`config.mk`:
```
export PLATFORM = sky130hd
export DESIGN_NAME = multi_cycle_ctrl
export DESIGN_NICKNAME = d
export VERILOG_FILES = /design/src/rtl/mips_ctrl_pkg.sv /design/src/rtl/multi_cycle_ctrl.sv
export SDC_FILE = /design/constraint.sdc
export NUM_CORES = 1
export LEC_CHECK = 0
export ABC_CLOCK_PERIOD_IN_PS = 1350
export BUFFER_PORTS_ARGS = -buffer_cell sky130_fd_sc_hd__buf_4
export CAP_MARGIN = 20
export CORE_UTILIZATION = 44
export DETAILED_ROUTE_END_ITERATION = 8
export PLACE_DENSITY = 0.84
export SLEW_MARGIN = 20
export SYNTH_ARGS = -nofsm -noshare
export SYNTH_HDL_FRONTEND = slang
export SYNTH_SLANG_ARGS = --single-unit
```
`constraint.sdc`:
```
create_clock -name clk_i -period 1.35 [get_ports clk_i]
set_clock_uncertainty 0.05 [all_clocks]
set_input_delay 0.0675 -clock clk_i [delete_from_list [all_inputs] [get_ports clk_i]]
set_output_delay 0.0675 -clock clk_i [all_outputs]
set_load 0.005 [all_outputs]
```
`src/rtl/mips_ctrl_pkg.sv`:
```
// ============================================================
// mips_ctrl_pkg : shared encodings for the multi-cycle MIPS control path
// Rev 1.0
// ============================================================
`default_nettype none

package mips_ctrl_pkg;

  localparam logic [3:0] S_FETCH    = 4'd0;
  localparam logic [3:0] S_DECODE   = 4'd1;
  localparam logic [3:0] S_MEM_ADDR = 4'd2;
  localparam logic [3:0] S_MEM_RD   = 4'd3;
  localparam logic [3:0] S_MEM_WB   = 4'd4;
  localparam logic [3:0] S_MEM_WR   = 4'd5;
  localparam logic [3:0] S_R_EXE    = 4'd6;
  localparam logic [3:0] S_R_WB     = 4'd7;
  localparam logic [3:0] S_BRANCH   = 4'd8;
  localparam logic [3:0] S_I_EXE    = 4'd9;
  localparam logic [3:0] S_I_WB     = 4'd10;
  localparam logic [3:0] S_JUMP     = 4'd11;

  localparam logic [5:0] OP_RTYPE = 6'd0;
  localparam logic [5:0] OP_J     = 6'd2;
  localparam logic [5:0] OP_BEQ   = 6'd4;
  localparam logic [5:0] OP_ADDI  = 6'd8;
  localparam logic [5:0] OP_SLTI  = 6'd10;
  localparam logic [5:0] OP_LW    = 6'd35;
  localparam logic [5:0] OP_SW    = 6'd43;

  localparam logic [2:0] ALUOP_ADD  = 3'b000;
  localparam logic [2:0] ALUOP_SUB  = 3'b001;
  localparam logic [2:0] ALUOP_R    = 3'b010;
  localparam logic [2:0] ALUOP_ADDI = 3'b011;
  localparam logic [2:0] ALUOP_SLTI = 3'b111;

  localparam logic [1:0] SRCB_REG    = 2'b00;
  localparam logic [1:0] SRCB_FOUR   = 2'b01;
  localparam logic [1:0] SRCB_IMM    = 2'b10;
  localparam logic [1:0] SRCB_IMM_SH = 2'b11;

  localparam logic [1:0] PCSRC_ALU    = 2'b00;
  localparam logic [1:0] PCSRC_ALUOUT = 2'b01;
  localparam logic [1:0] PCSRC_JUMP   = 2'b10;

  function automatic logic op_supported(input logic [5:0] op);
    return (op == OP_RTYPE) || (op == OP_J) || (op == OP_BEQ) || (op == OP_ADDI) ||
           (op == OP_SLTI) || (op == OP_LW) || (op == OP_SW);
  endfunction

endpackage

`default_nettype wire

```
`src/rtl/multi_cycle_ctrl.sv`:
```
// ============================================================
// multi_cycle_ctrl : Moore main control FSM for the multi-cycle MIPS datapath
// Rev 1.0
// ============================================================
`default_nettype none

module multi_cycle_ctrl
  import mips_ctrl_pkg::*;
#(
  parameter int OP_W = 6,
  parameter int ST_W = 4
) (
  input  logic            clk_i,
  input  logic            rst_i,
  input  logic [OP_W-1:0] opcode_i,
  input  logic            mem_ready_i,
  output logic [2:0]      ALUOp_o,
  output logic            ALUSrcA_o,
  output logic [1:0]      ALUSrcB_o,
  output logic            IorD_o,
  output logic            MemRead_o,
  output logic            MemWrite_o,
  output logic            IRWrite_o,
  output logic            MemtoReg_o,
  output logic            RegDst_o,
  output logic            RegWrite_o,
  output logic            PCWrite_o,
  output logic            PCWriteCond_o,
  output logic [1:0]      PCSource_o,
  output logic            illegal_o,
  output logic [ST_W-1:0] state_o
);

  logic [ST_W-1:0] state;
  logic [ST_W-1:0] state_nxt;

  always_ff @(posedge clk_i) begin
    if (!rst_i) state <= S_FETCH;
    else        state <= state_nxt;
  end

  always_comb begin
    state_nxt = S_FETCH;
    case (state)
      S_FETCH:    state_nxt = mem_ready_i ? S_DECODE : S_FETCH;
      S_DECODE: begin
        case (opcode_i)
          OP_LW, OP_SW:     state_nxt = S_MEM_ADDR;
          OP_RTYPE:         state_nxt = S_R_EXE;
          OP_BEQ:           state_nxt = S_BRANCH;
          OP_ADDI, OP_SLTI: state_nxt = S_I_EXE;
          OP_J:             state_nxt = S_JUMP;
          default:          state_nxt = S_FETCH;
        endcase
      end
      S_MEM_ADDR: begin
        if (opcode_i == OP_LW)      state_nxt = S_MEM_RD;
        else if (opcode_i == OP_SW) state_nxt = S_MEM_WR;
        else                        state_nxt = S_FETCH;
      end
      S_MEM_RD:   state_nxt = mem_ready_i ? S_MEM_WB : S_MEM_RD;
      S_MEM_WR:   state_nxt = mem_ready_i ? S_FETCH : S_MEM_WR;
      S_R_EXE:    state_nxt = S_R_WB;
      S_I_EXE:    state_nxt = S_I_WB;
      default:    state_nxt = S_FETCH;
    endcase
  end

  always_comb begin
    ALUOp_o       = ALUOP_ADD;
    ALUSrcA_o     = 1'b0;
    ALUSrcB_o     = SRCB_REG;
    IorD_o        = 1'b0;
    MemRead_o     = 1'b0;
    MemWrite_o    = 1'b0;
    IRWrite_o     = 1'b0;
    MemtoReg_o    = 1'b0;
    RegDst_o      = 1'b0;
    RegWrite_o    = 1'b0;
    PCWrite_o     = 1'b0;
    PCWriteCond_o = 1'b0;
    PCSource_o    = PCSRC_ALU;
    illegal_o     = 1'b0;
    case (state)
      S_FETCH: begin
        MemRead_o = 1'b1;
        ALUSrcB_o = SRCB_FOUR;
        IRWrite_o = mem_ready_i;
        PCWrite_o = mem_ready_i;
      end
      S_DECODE: begin
        ALUSrcB_o = SRCB_IMM_SH;
        illegal_o = !op_supported(opcode_i);
      end
      S_MEM_ADDR: begin
        ALUSrcA_o = 1'b1;
        ALUSrcB_o = SRCB_IMM;
      end
      S_MEM_RD: begin
        MemRead_o = 1'b1;
        IorD_o    = 1'b1;
      end
      S_MEM_WR: begin
        MemWrite_o = 1'b1;
        IorD_o     = 1'b1;
      end
      S_MEM_WB: begin
        RegWrite_o = 1'b1;
        MemtoReg_o = 1'b1;
      end
      S_R_EXE: begin
        ALUSrcA_o = 1'b1;
        ALUOp_o   = ALUOP_R;
      end
      S_R_WB: begin
        RegWrite_o = 1'b1;
        RegDst_o   = 1'b1;
      end
      S_I_EXE: begin
        ALUSrcA_o = 1'b1;
        ALUSrcB_o = SRCB_IMM;
        ALUOp_o   = (opcode_i == OP_SLTI) ? ALUOP_SLTI : ALUOP_ADDI;
      end
      S_I_WB:     RegWrite_o = 1'b1;
      S_BRANCH: begin
        ALUSrcA_o     = 1'b1;
        ALUOp_o       = ALUOP_SUB;
        PCWriteCond_o = 1'b1;
        PCSource_o    = PCSRC_ALUOUT;
      end
      S_JUMP: begin
        PCWrite_o  = 1'b1;
        PCSource_o = PCSRC_JUMP;
      end
      default: ;
    endcase
    // Reset abandons the instruction: nothing may be written, PC+4 path selected.
    if (!rst_i) begin
      ALUOp_o       = ALUOP_ADD;
      ALUSrcA_o     = 1'b0;
      ALUSrcB_o     = SRCB_FOUR;
      IorD_o        = 1'b0;
      MemRead_o     = 1'b0;
      MemWrite_o    = 1'b0;
      IRWrite_o     = 1'b0;
      MemtoReg_o    = 1'b0;
      RegDst_o      = 1'b0;
      RegWrite_o    = 1'b0;
      PCWrite_o     = 1'b0;
      PCWriteCond_o = 1'b0;
      PCSource_o    = PCSRC_ALU;
      illegal_o     = 1'b0;
    end
  end

  assign state_o = state;

endmodule

`default_nettype wire

```
==> results of run 1 <==
## report_power, final
group          switching, uW  internal, uW
registers               2.91           120
clock network           73.9           101
logic                    105           113
total                    182           334
## how the worst max path moves through the flow
stage / start / endpoint / slack [ps] / cells after the start
after floorplan: state_o[3] / ALUOp_o[2] / 20 / 5
after global placement: state_o[0] / state_o[1] / 10 / 5
after detailed placement: state_o[3] / PCWrite_o / 4 / 5
after CTS: state_o[2] / PCWrite_o / -200 / 6
after global routing: state_o[2] / MemtoReg_o / -340 / 6
final: state_o[2] / MemtoReg_o / -320 / 6
## placed cells by master (no fill, tap or decap), types with 3 or more instances in the layout
| master | Yosys | routed |
|---|---|---|
| nor3_2 | 2 | 3 |
| a21oi_1 | 7 | 5 |
| a31oi_1 | 3 | 3 |
| buf_4 | 5 | 48 |
| buf_6 | 0 | 8 |
| nor2_2 | 0 | 4 |
| nand2_1 | 8 | 7 |
| nand2b_1 | 4 | 3 |
| nor2_1 | 11 | 5 |
| nor3_4 | 0 | 3 |
| clkbuf_4 | 0 | 3 |
| nor2b_1 | 4 | 3 |
| nor3_1 | 7 | 3 |
## Yosys cell counts
master	count
nand4b_1	1
a31oi_1	3
nand2b_4	1
o31ai_1	1
a211oi_1	1
and3_1	2
nand3_1	1
or3b_1	1
inv_1	1
and2b_1	1
or3_1	3
a22oi_1	1
or2_2	2
clkbuf_1	2
nor2b_1	4
nor2_1	11
a21oi_1	7
nor4_1	2
nand4_1	2
nand2b_1	4
a221oi_1	1
o21ai_0	3
buf_2	2
a211oi_2	1
nor3b_1	1
nor3_1	7
nand2_1	8
buf_4	5
xnor2_1	2
a32oi_1	1
dfxtp_1	4
and4_1	1
nor3_2	2
o22ai_1	1
o21bai_1	1
a21o_1	1
xnor2_2	1
## stage by stage
stage	worst slack, ps	util (%)	hold WS, ps
after CTS	-196.5	85.58	113.1
after global routing	-342.5	94.33	121.3
final	-322.9	94.33	107.2
after global placement	12.13	70.67	355.4
after detailed placement	3.772	70.67	353.5
after floorplan	23.82	-	179.1
## repair_timing
item	in CTS	in global routing
hold endpoints to repair	0	0
pin swaps	8	6
resized for setup	17	29
setup buffers	14	0
endpoints found under the setup margin	16	22
hold buffers	0	0
## routing by layer
layer / GRT usage, % / up-vias / wire, um
li1: - / 439 / -
met1: 45.58 / 475 / 1250
met2: 60.25 / 108 / 1546
met3: 4.545 / 20 / 411
met4: 22.41 / 0 / 146
met5: 0 / - / 0
## worst max-delay path, stage by stage (launching register included)
cell and delay, ps:
dfxtp_2 330, buf_4 210, inv_1 130, nor2_4 150, nand2_1 120, nor3_1 200
buf_4 160
## cells by family (layout without fill, tap and decap cells)
logic type	count (synthesis)	count (layout)	synth area share, %
AND/OR/NAND/NOR	54	54	49.19
AO/OA/AOI/OAI	22	22	22.99
buffers and inverters	10	61	9.476
flip-flops	4	4	12.90
XOR/XNOR	3	3	5.445
## layout make-up
type / count / share of cell area, %
Multi-Input combinational cell: 79 / 50.97
Timing Repair Buffer: 57 / 38.33
Sequential cell: 4 / 7.034
Clock buffer: 3 / 1.835
Tap cell: 15 / 1.529
Inverter: 1 / 0.3058
==> impl_table.tex, run 1 <==
\begin{tabular}{lr}
\hline
Metric & Value \\
\hline
\multicolumn{2}{l}{\textbf{Status}} \\
Outcome & finished with violations \\
Violations in the final reports & negative setup slack \\
\multicolumn{2}{l}{\textbf{Placement}} \\
Weighted congestion reported at the end of routability-driven placement & 0.9229 \\
Area after detailed placement & 919.6 sq um \\
Number of input and output port buffers inserted & 30 \\
DP Wirelength & 1452 um \\
Placed Cells & 142 \\
\multicolumn{2}{l}{\textbf{Pwr}} \\
Peak ir drop on the vdd network & 421.8 uV \\
Overall power consumption & 515.5 uW \\
Leak pwr & 0.0005191 uW \\
Power density over cell area & 420.0 nW/um\^{}2 \\
\multicolumn{2}{l}{\textbf{Floorplanning}} \\
Die Outline Area & 1565 sq um \\
Die X & 39.56 um \\
Initial core utilization & 47.69\% \\
Floorplan Core Area & 1301 sq um \\
Total number of placement rows & 13 \\
Die Y & 39.56 um \\
Ports & 31 \\
\multicolumn{2}{l}{\textbf{Clocking}} \\
Root buffer cell & clkbuf\_4 \\
Clock insertion delay at the later pin of the skew report & 250 ps \\
Number of clock sinks & 4 \\
Clock transition at the registers of the reported paths & 50 ps \\
H-tree levels & 1 \\
Maximum number of buffers from clock root to sink & 2 \\
Number of buffers added by the clock tree synthesis step & 3 \\
TritonCTS clock tree & yes \\
\multicolumn{2}{l}{\textbf{Min path}} \\
End point of the worst hold path & state\_o[2] \\
Cells on Worst Hold Path & 3 \\
Startpoint of the most critical hold path & opcode\_i[3] \\
Worst min-delay path class & in -> reg \\
\multicolumn{2}{l}{\textbf{Drt}} \\
Average routed wire per standard cell & 21.10 um \\
Antenna Nets Post-Route & 0 \\
Initial DRC count & 79 \\
DR DRC count & 0 \\
Pre-Repair DR Iteration Count & 4 \\
Vias & 1042 \\
Drt total wl & 3355 um \\
Via count normalized by instance count & 6.553 \\
\multicolumn{2}{l}{\textbf{Setup path}} \\
RR Startpoint & state\_o[0] \\
Data required time at the worst endpoint & 1230 ps \\
Data arrival at the endpoint of the critical path & 1560 ps \\
CP max FO & 12 \\
Reg2Reg Capture Point & state\_o[1] \\
Worst Setup Start Kind & flip-flop \\
Worst reg-to-reg setup slack & -140 ps \\
Depth of the worst register-to-register path & 6 \\
Worst setup EP type & primary output \\
Type of the setup path with the least slack & reg -> out \\
\multicolumn{2}{l}{\textbf{Yosys}} \\
Post-synthesis instance total & 93 \\
Total nets after synthesis & 102 \\
Synthesized area per cell & 6.673 sq um \\
Number of synthesized register bits & 4 \\
Most area-hungry cell type in the Yosys netlist & dfxtp\_1 \\
Unique cell type count in the Yosys netlist & 37 \\
Cell types with the largest area share after synthesis & dfxtp\_1 (13\%), nor2\_1 (6.7\%), buf\_4 (6.0\%) \\
Fraction of the yosys area taken by sequential cells & 12.90\% \\
Number of warnings issued by yosys & 0 \\
Share of the synthesized area in the top cell type & 12.90\% \\
Synth Cell Area & 620.6 sq um \\
\multicolumn{2}{l}{\textbf{Layout}} \\
Share of post-route cells with drive strength above 1 & 63.89\% \\
Register area & 86.33 sq um \\
Antenna fix cells & 0 \\
Number of flip-flops in the largest register & 4 \\
Multi-input combinational cell area & 625.6 sq um \\
Number of nets at the end of the flow & 155 \\
Post-route non-filler standard cell count & 159 \\
Area of all placed cells without fillers & 1227 sq um \\
Area grow syn2layout & 97.78\% \\
Filler instances & 42 \\
\multicolumn{2}{l}{\textbf{STA}} \\
Max Transition Viols Final & 0 \\
Worst-margin pin slew & 494.8 ps \\
Final number of setup-violating endpoints & 21 \\
Unrepaired setup endpoints after global routing & true \\
Minimum setup slack in the final design & -322.9 ps \\
Min Clock Period, post-route & 1673 ps \\
Final-report hold violation count & 0 \\
TNS Setup & -2888 ps \\
Max Fclk & 0.5978 GHz \\
Relative slew slack & 66.76\% \\
Post-route clock period utilization & 123.9\% \\
\multicolumn{2}{l}{\textbf{Run}} \\
Reported max-cap violation count & 0 \\
\multicolumn{2}{l}{\textbf{GRT}} \\
Maximum number of pins on one net before global-route repair & 13 \\
Global-route wire length before repair & 3884 um \\
Antenna violations before repair & 0 \\
Vias in the first global route & 862 \\
Global route overflow & 0 \\
Total global-route track usage & 37.06\% \\
\hline
\end{tabular}
Note: power is estimated with default switching activity, not from simulation.
==> inputs of run 2 (changes only) <==
==> constraint.sdc (replaced) <==
create_clock -name clk_i -period 1.35 [get_ports clk_i]
set_clock_uncertainty 0.05 [all_clocks]
set_input_delay 0 -clock clk_i [delete_from_list [all_inputs] [get_ports clk_i]]
set_output_delay 0 -clock clk_i [all_outputs]
set_load 0.005 [all_outputs]
==> run 2 against run 1 <==
Worst setup slack better by 150 ps. Fmax is 9.6% higher. Clock power hardly changed. The run still ends with negative setup slack left. Via count is 7.0% lower. Combinational power is 17% lower. Critical path type unchanged. Routed wire length is 15% lower. Register-to-register slack better by 100 ps. Utilization is 5.8 points lower.
==> impl_table.tex, run 2 (synthesis results as in run 1) <==
\begin{tabular}{lr}
\hline
Metric & Value \\
\hline
\multicolumn{2}{l}{\textbf{Layout}} \\
Number of flip-flops in the largest register & 4 \\
Utilization after layout & 88.56\% \\
Leading cell types in the layout, fill and taps excluded & buf\_4 (42), nand2\_1 (6), a21oi\_1 (6) \\
Area grow syn2layout & 85.69\% \\
Share of post-route cells with drive strength above 1 & 59.56\% \\
Filler instances & 66 \\
Number of nets at the end of the flow & 147 \\
Most common cell after layout, fill and taps aside & buf\_4 \\
Antenna fix cells & 0 \\
\multicolumn{2}{l}{\textbf{Clocking}} \\
H-tree levels & 1 \\
Clock transition at the registers of the reported paths & 60 ps \\
Clock insertion delay at the later pin of the skew report & 260 ps \\
Number of buffers added by the clock tree synthesis step & 3 \\
Number of clock sinks & 4 \\
Maximum number of buffers from clock root to sink & 2 \\
TritonCTS clock tree & yes \\
Root buffer cell & clkbuf\_4 \\
Hold-fix buffer count after cts & 0 \\
\multicolumn{2}{l}{\textbf{Placement}} \\
DP Wirelength & 1550 um \\
Number of input and output port buffers inserted & 30 \\
Weighted congestion reported at the end of routability-driven placement & 0.8923 \\
\multicolumn{2}{l}{\textbf{Floorplanning}} \\
Die X & 39.56 um \\
Total number of placement rows & 13 \\
Initial core utilization & 47.69\% \\
Floorplan Core Area & 1301 sq um \\
Die Y & 39.56 um \\
Ports & 31 \\
Die Outline Area & 1565 sq um \\
\multicolumn{2}{l}{\textbf{Pwr}} \\
Peak ir drop on the vdd network & 451.0 uV \\
Leak pwr & 0.0004643 uW \\
Power density over cell area & 417.8 nW/um\^{}2 \\
Overall power consumption & 481.5 uW \\
\multicolumn{2}{l}{\textbf{Drt}} \\
Initial DRC count & 32 \\
Via count normalized by instance count & 6.417 \\
Antenna Nets Post-Route & 0 \\
Pre-Repair DR Iteration Count & 4 \\
DR DRC count & 0 \\
Average routed wire per standard cell & 18.78 um \\
Drt total wl & 2836 um \\
Vias & 969 \\
\multicolumn{2}{l}{\textbf{GRT}} \\
Total global-route track usage & 33.80\% \\
Antenna violations before repair & 0 \\
Vias in the first global route & 788 \\
Global route overflow & 0 \\
Global-route wire length before repair & 3512 um \\
Maximum number of pins on one net before global-route repair & 19 \\
\multicolumn{2}{l}{\textbf{Setup path}} \\
Type of the setup path with the least slack & reg -> out \\
Depth of the worst register-to-register path & 5 \\
Worst setup EP type & primary output \\
Data required time at the worst endpoint & 1300 ps \\
Worst Setup Start Kind & flip-flop \\
CP max FO & 3 \\
Data arrival at the endpoint of the critical path & 1480 ps \\
\multicolumn{2}{l}{\textbf{STA}} \\
Relative slew slack & 67.49\% \\
Unrepaired setup endpoints after global routing & true \\
Worst-margin pin slew & 483.2 ps \\
Max Fclk & 0.6553 GHz \\
Max Transition Viols Final & 0 \\
Minimum setup slack in the final design & -176.1 ps \\
Final-report hold violation count & 0 \\
Final number of setup-violating endpoints & 12 \\
TNS Setup & -1007 ps \\
Final Hold Slack & 57.25 ps \\
Post-route clock period utilization & 113.0\% \\
Min Clock Period, post-route & 1526 ps \\
\multicolumn{2}{l}{\textbf{Status}} \\
Violations in the final reports & negative setup slack \\
Outcome & finished with violations \\
\multicolumn{2}{l}{\textbf{Min path}} \\
Cells on Worst Hold Path & 3 \\
Worst min-delay path class & in -> reg \\
\multicolumn{2}{l}{\textbf{Run}} \\
Reported max-cap violation count & 0 \\
\hline
\end{tabular}
## run 2: cell types whose count changed in the layout (fill, tap and decap cells not counted), moves of 2 or more
cell / previous run / this run
buf_12: 1 / 3
buf_4: 48 / 42
buf_6: 8 / 4
nand2_2: 0 / 2
nor3_1: 3 / 5
## run 2: report_power, final
group          total (uW)  switching, uW  internal (uW)  leakage [uW]
Combinational         182           89.5           92.9      0.000416
Clock                 177           75.5            101     0.0000138
Sequential            122           3.62            119     0.0000349
## run 2: final timing paths
path / slack (ps) / start / to
setup / recovery: -180 / state_o[2] / ALUOp_o[2]
hold / removal: 60 / rst_i / state_o[1]
setup reg to reg: -40 / state_o[0] / state_o[1]
hold reg to reg: 660 / state_o[3] / state_o[3]
## run 2: area by class of cell
class                           count  area [sq um]  share of cell area, %
Multi-Input combinational cell     79         596.8                  51.79
Timing Repair Buffer               49         420.4                  36.48
Sequential cell                     4         90.09                  7.818
Clock buffer                        3         22.52                  1.954
Tap cell                           15         18.77                  1.629
Inverter                            1         3.754                 0.3257
## run 2: critical path: stages (launching register included)
cell	delay [ps]
dfxtp_2	330
and2b_1	240
nand2_2	80
or3_1	320
nor3_2	110
buf_4	130
## run 2: through the flow
stage	setup slack, ps	cells	area, sq um
finish	-176.1	151	1152
global route	-221.0	151	1152
floorplan	91.32	93	620.6
CTS	-114.3	151	1095
detailed placement	-89.54	142	932.1
global placement	-35.70	142	932.1
## run 2: per-layer routing
| metal | vias to the layer above | global-route usage, % | share of wire, % | wire, um |
|---|---|---|---|---|
| met2 | 79 | 54.51 | 51 | 1443 |
| met1 | 447 | 38.91 | 38 | 1064 |
| li1 | 425 | - | - | - |
| met3 | 18 | 7.386 | 7.1 | 201 |
| met4 | 0 | 23.28 | 4.5 | 127 |
| met5 | - | 0 | 0 | 0 |
## run 2: what timing repair did
item / CTS / global route
setup endpoints to repair: 20 / 19
setup buffers: 7 / 1
pin swaps: 7 / 8
hold endpoints to repair: 0 / 0
resized for setup: 22 / 16
==> inputs of run 3 (changes only) <==
--- a/config.mk
+++ b/config.mk
@@ -5,12 +5,12 @@
 export SDC_FILE = /design/constraint.sdc
 export NUM_CORES = 1
 export LEC_CHECK = 0
-export ABC_CLOCK_PERIOD_IN_PS = 1350
+export ABC_CLOCK_PERIOD_IN_PS = 1900
 export BUFFER_PORTS_ARGS = -buffer_cell sky130_fd_sc_hd__buf_4
 export CAP_MARGIN = 20
-export CORE_UTILIZATION = 44
+export CORE_UTILIZATION = 45
 export DETAILED_ROUTE_END_ITERATION = 8
-export PLACE_DENSITY = 0.84
+export PLACE_DENSITY = 0.86
 export SLEW_MARGIN = 20
 export SYNTH_ARGS = -nofsm -noshare
 export SYNTH_HDL_FRONTEND = slang
==> constraint.sdc (replaced) <==
create_clock -name clk_i -period 1.9 [get_ports clk_i]
set_clock_uncertainty 0.05 [all_clocks]
set_input_delay 0 -clock clk_i [delete_from_list [all_inputs] [get_ports clk_i]]
set_output_delay 0 -clock clk_i [all_outputs]
set_load 0.005 [all_outputs]
==> run 3 against run 2 <==
Final cell count down 9.9%. Clock-buffer cell count unchanged. Clock power down 41%. Worst setup slack better by 380 ps. Critical path type unchanged. Routed wire length down 38%. The flow now finishes without violations. Combinational power down 51%.
==> impl_table.tex, run 3 (synthesis results as in run 1) <==
\begin{tabular}{lr}
\hline
Metric & Value \\
\hline
\multicolumn{2}{l}{\textbf{Status}} \\
Outcome & finished clean \\
\multicolumn{2}{l}{\textbf{Floorplanning}} \\
Ports & 31 \\
Total number of placement rows & 13 \\
Initial core utilization & 48.30\% \\
Die X & 39.14 um \\
Floorplan Core Area & 1285 sq um \\
Die Y & 39.14 um \\
Die Outline Area & 1532 sq um \\
\multicolumn{2}{l}{\textbf{Setup path}} \\
Type of the setup path with the least slack & reg -> out \\
RR Startpoint & state\_o[0] \\
Standard cell with the maximum stage delay on the critical path & dfxtp\_1 \\
Worst reg-to-reg setup slack & 340 ps \\
Depth of the worst register-to-register path & 5 \\
Worst setup EP type & primary output \\
Sequence of cells on the critical path & buf\_4 > nor2\_1 > and4\_1 > or2\_2 > buf\_4 \\
Max incr delay on CP & 560 ps \\
Data required time at the worst endpoint & 1850 ps \\
Crit path capture & PCWrite\_o \\
Reg2Reg Capture Point & state\_o[2] \\
Data arrival at the endpoint of the critical path & 1650 ps \\
Launching element of the worst setup path & state\_o[0] \\
Crit-path most repeated cell & buf\_4 \\
Worst Setup Start Kind & flip-flop \\
CP max FO & 10 \\
\multicolumn{2}{l}{\textbf{STA}} \\
TNS Setup & 0 ps \\
Minimum setup slack in the final design & 201.0 ps \\
Min Clock Period, post-route & 1699 ps \\
Final-report hold violation count & 0 \\
Worst-margin pin slew & 459.5 ps \\
Max Fclk & 0.5886 GHz \\
Post-route clock period utilization & 89.42\% \\
Unrepaired setup endpoints after global routing & false \\
Max Transition Viols Final & 0 \\
Relative slew slack & 69.04\% \\
Final number of setup-violating endpoints & 0 \\
\multicolumn{2}{l}{\textbf{Layout}} \\
Area grow syn2layout & 39.11\% \\
Leading cell types in the layout, fill and taps excluded & buf\_4 (34), nor2\_1 (11), nand2\_1 (8) \\
Antenna fix cells & 0 \\
Most common cell after layout, fill and taps aside & buf\_4 \\
Filler instances & 111 \\
Share of post-route cells with drive strength above 1 & 37.19\% \\
Number of flip-flops in the largest register & 4 \\
Number of nets at the end of the flow & 132 \\
\multicolumn{2}{l}{\textbf{Placement}} \\
Post-Place Worst Slack & 361.0 ps \\
Number of input and output port buffers inserted & 30 \\
Weighted congestion reported at the end of routability-driven placement & 0.9079 \\
DP Wirelength & 1342 um \\
\multicolumn{2}{l}{\textbf{Drt}} \\
Initial DRC count & 24 \\
Antenna Nets Post-Route & 0 \\
Average routed wire per standard cell & 12.98 um \\
Vias & 808 \\
Via count normalized by instance count & 5.941 \\
Drt total wl & 1765 um \\
Pre-Repair DR Iteration Count & 4 \\
DR DRC count & 0 \\
\multicolumn{2}{l}{\textbf{Min path}} \\
Worst min-delay path class & in -> reg \\
\multicolumn{2}{l}{\textbf{Pwr}} \\
Leak pwr & 0.0003608 uW \\
Power density over cell area & 330.1 nW/um\^{}2 \\
Peak ir drop on the vdd network & 235.0 uV \\
\multicolumn{2}{l}{\textbf{Clocking}} \\
Number of clock sinks & 4 \\
Root buffer cell & clkbuf\_4 \\
Hold-fix buffer count after cts & 0 \\
H-tree levels & 1 \\
TritonCTS clock tree & yes \\
Maximum number of buffers from clock root to sink & 2 \\
Clock transition at the registers of the reported paths & 40 ps \\
Clock insertion delay at the later pin of the skew report & 240 ps \\
Number of buffers added by the clock tree synthesis step & 3 \\
\multicolumn{2}{l}{\textbf{GRT}} \\
Global route overflow & 0 \\
Total global-route track usage & 25.77\% \\
Antenna violations before repair & 0 \\
Maximum number of pins on one net before global-route repair & 19 \\
Global-route wire length before repair & 2773 um \\
Vias in the first global route & 651 \\
\multicolumn{2}{l}{\textbf{Run}} \\
Reported max-cap violation count & 0 \\
\hline
\end{tabular}
==> run 3: cell types whose count changed in the layout (fill, tap and decap cells not counted), moves of 3 or more <==
cell | before | now
nor2_1 | 5 | 11
buf_6 | 4 | 0
dfxtp_1 | 0 | 3
buf_4 | 42 | 34
nor2_4 | 3 | 0
nor2_2 | 3 | 0
buf_12 | 3 | 0
==> run 3: critical path: cells and delay by family, from the launching register on <==
kind / cells / cell delay, ps
flops: 1 / 560
buf+inv: 2 / 340
simple gates: 3 / 500
==> run 3: layer usage <==
metal / global-route usage, % / wire length, um / vias up / share of wire (%)
li1: - / - / 393 / -
met1: 30.72 / 714 / 368 / 40
met2: 49.17 / 903 / 45 / 51
met3: 1.734 / 140 / 2 / 7.9
met4: 5.172 / 7 / 0 / 0.40
met5: 0 / 0 / - / 0
==> run 3: per-stage QoR <==
step	area, sq um	instances	hold slack (ps)	power [uW]	utilization (%)
floorplan	620.6	93	44.10	139.4	-
global placement	839.6	133	279.2	178.7	65.34
detailed placement	839.6	133	272.5	180.5	65.34
CTS	862.1	136	38.03	285.1	67.09
global route	863.3	136	63.91	307.3	67.19
finish	863.3	136	54.33	285.0	67.19
==> run 3: cell type report <==
cell class                 count  area, sq um  area share (%)
multi-input combinational     79        481.7           55.80
sequential                     4        81.33           9.420
timing repair buffer          34        255.2           29.57
clock buffer                   3        22.52           2.609
inverter                       1        3.754          0.4348
tap                           15        18.77           2.174
==> run 3: power breakdown <==
part / switching, uW / total (uW) / internal, uW
sequential: 5.34 / 91.6 / 86.3
combinational: 42.4 / 88.5 / 46.1
clock: 34.3 / 105 / 70.6
==> run 3: how the worst min path moves through the flow <==
stage,startpoint,to,depth (start not counted)
finish,opcode_i[3],state_o[2],3
global route,opcode_i[3],state_o[2],3
CTS,opcode_i[3],state_o[2],3
detailed placement,rst_i,ALUSrcB_o[0],3
global placement,opcode_i[3],state_o[2],3
floorplan,opcode_i[1],ALUOp_o[2],2
==> run 3: repair_timing <==
action | in CTS | in global routing
resized for setup | 0 | 1
buffers inserted | 0 | 0
setup endpoints to repair | 0 | 2
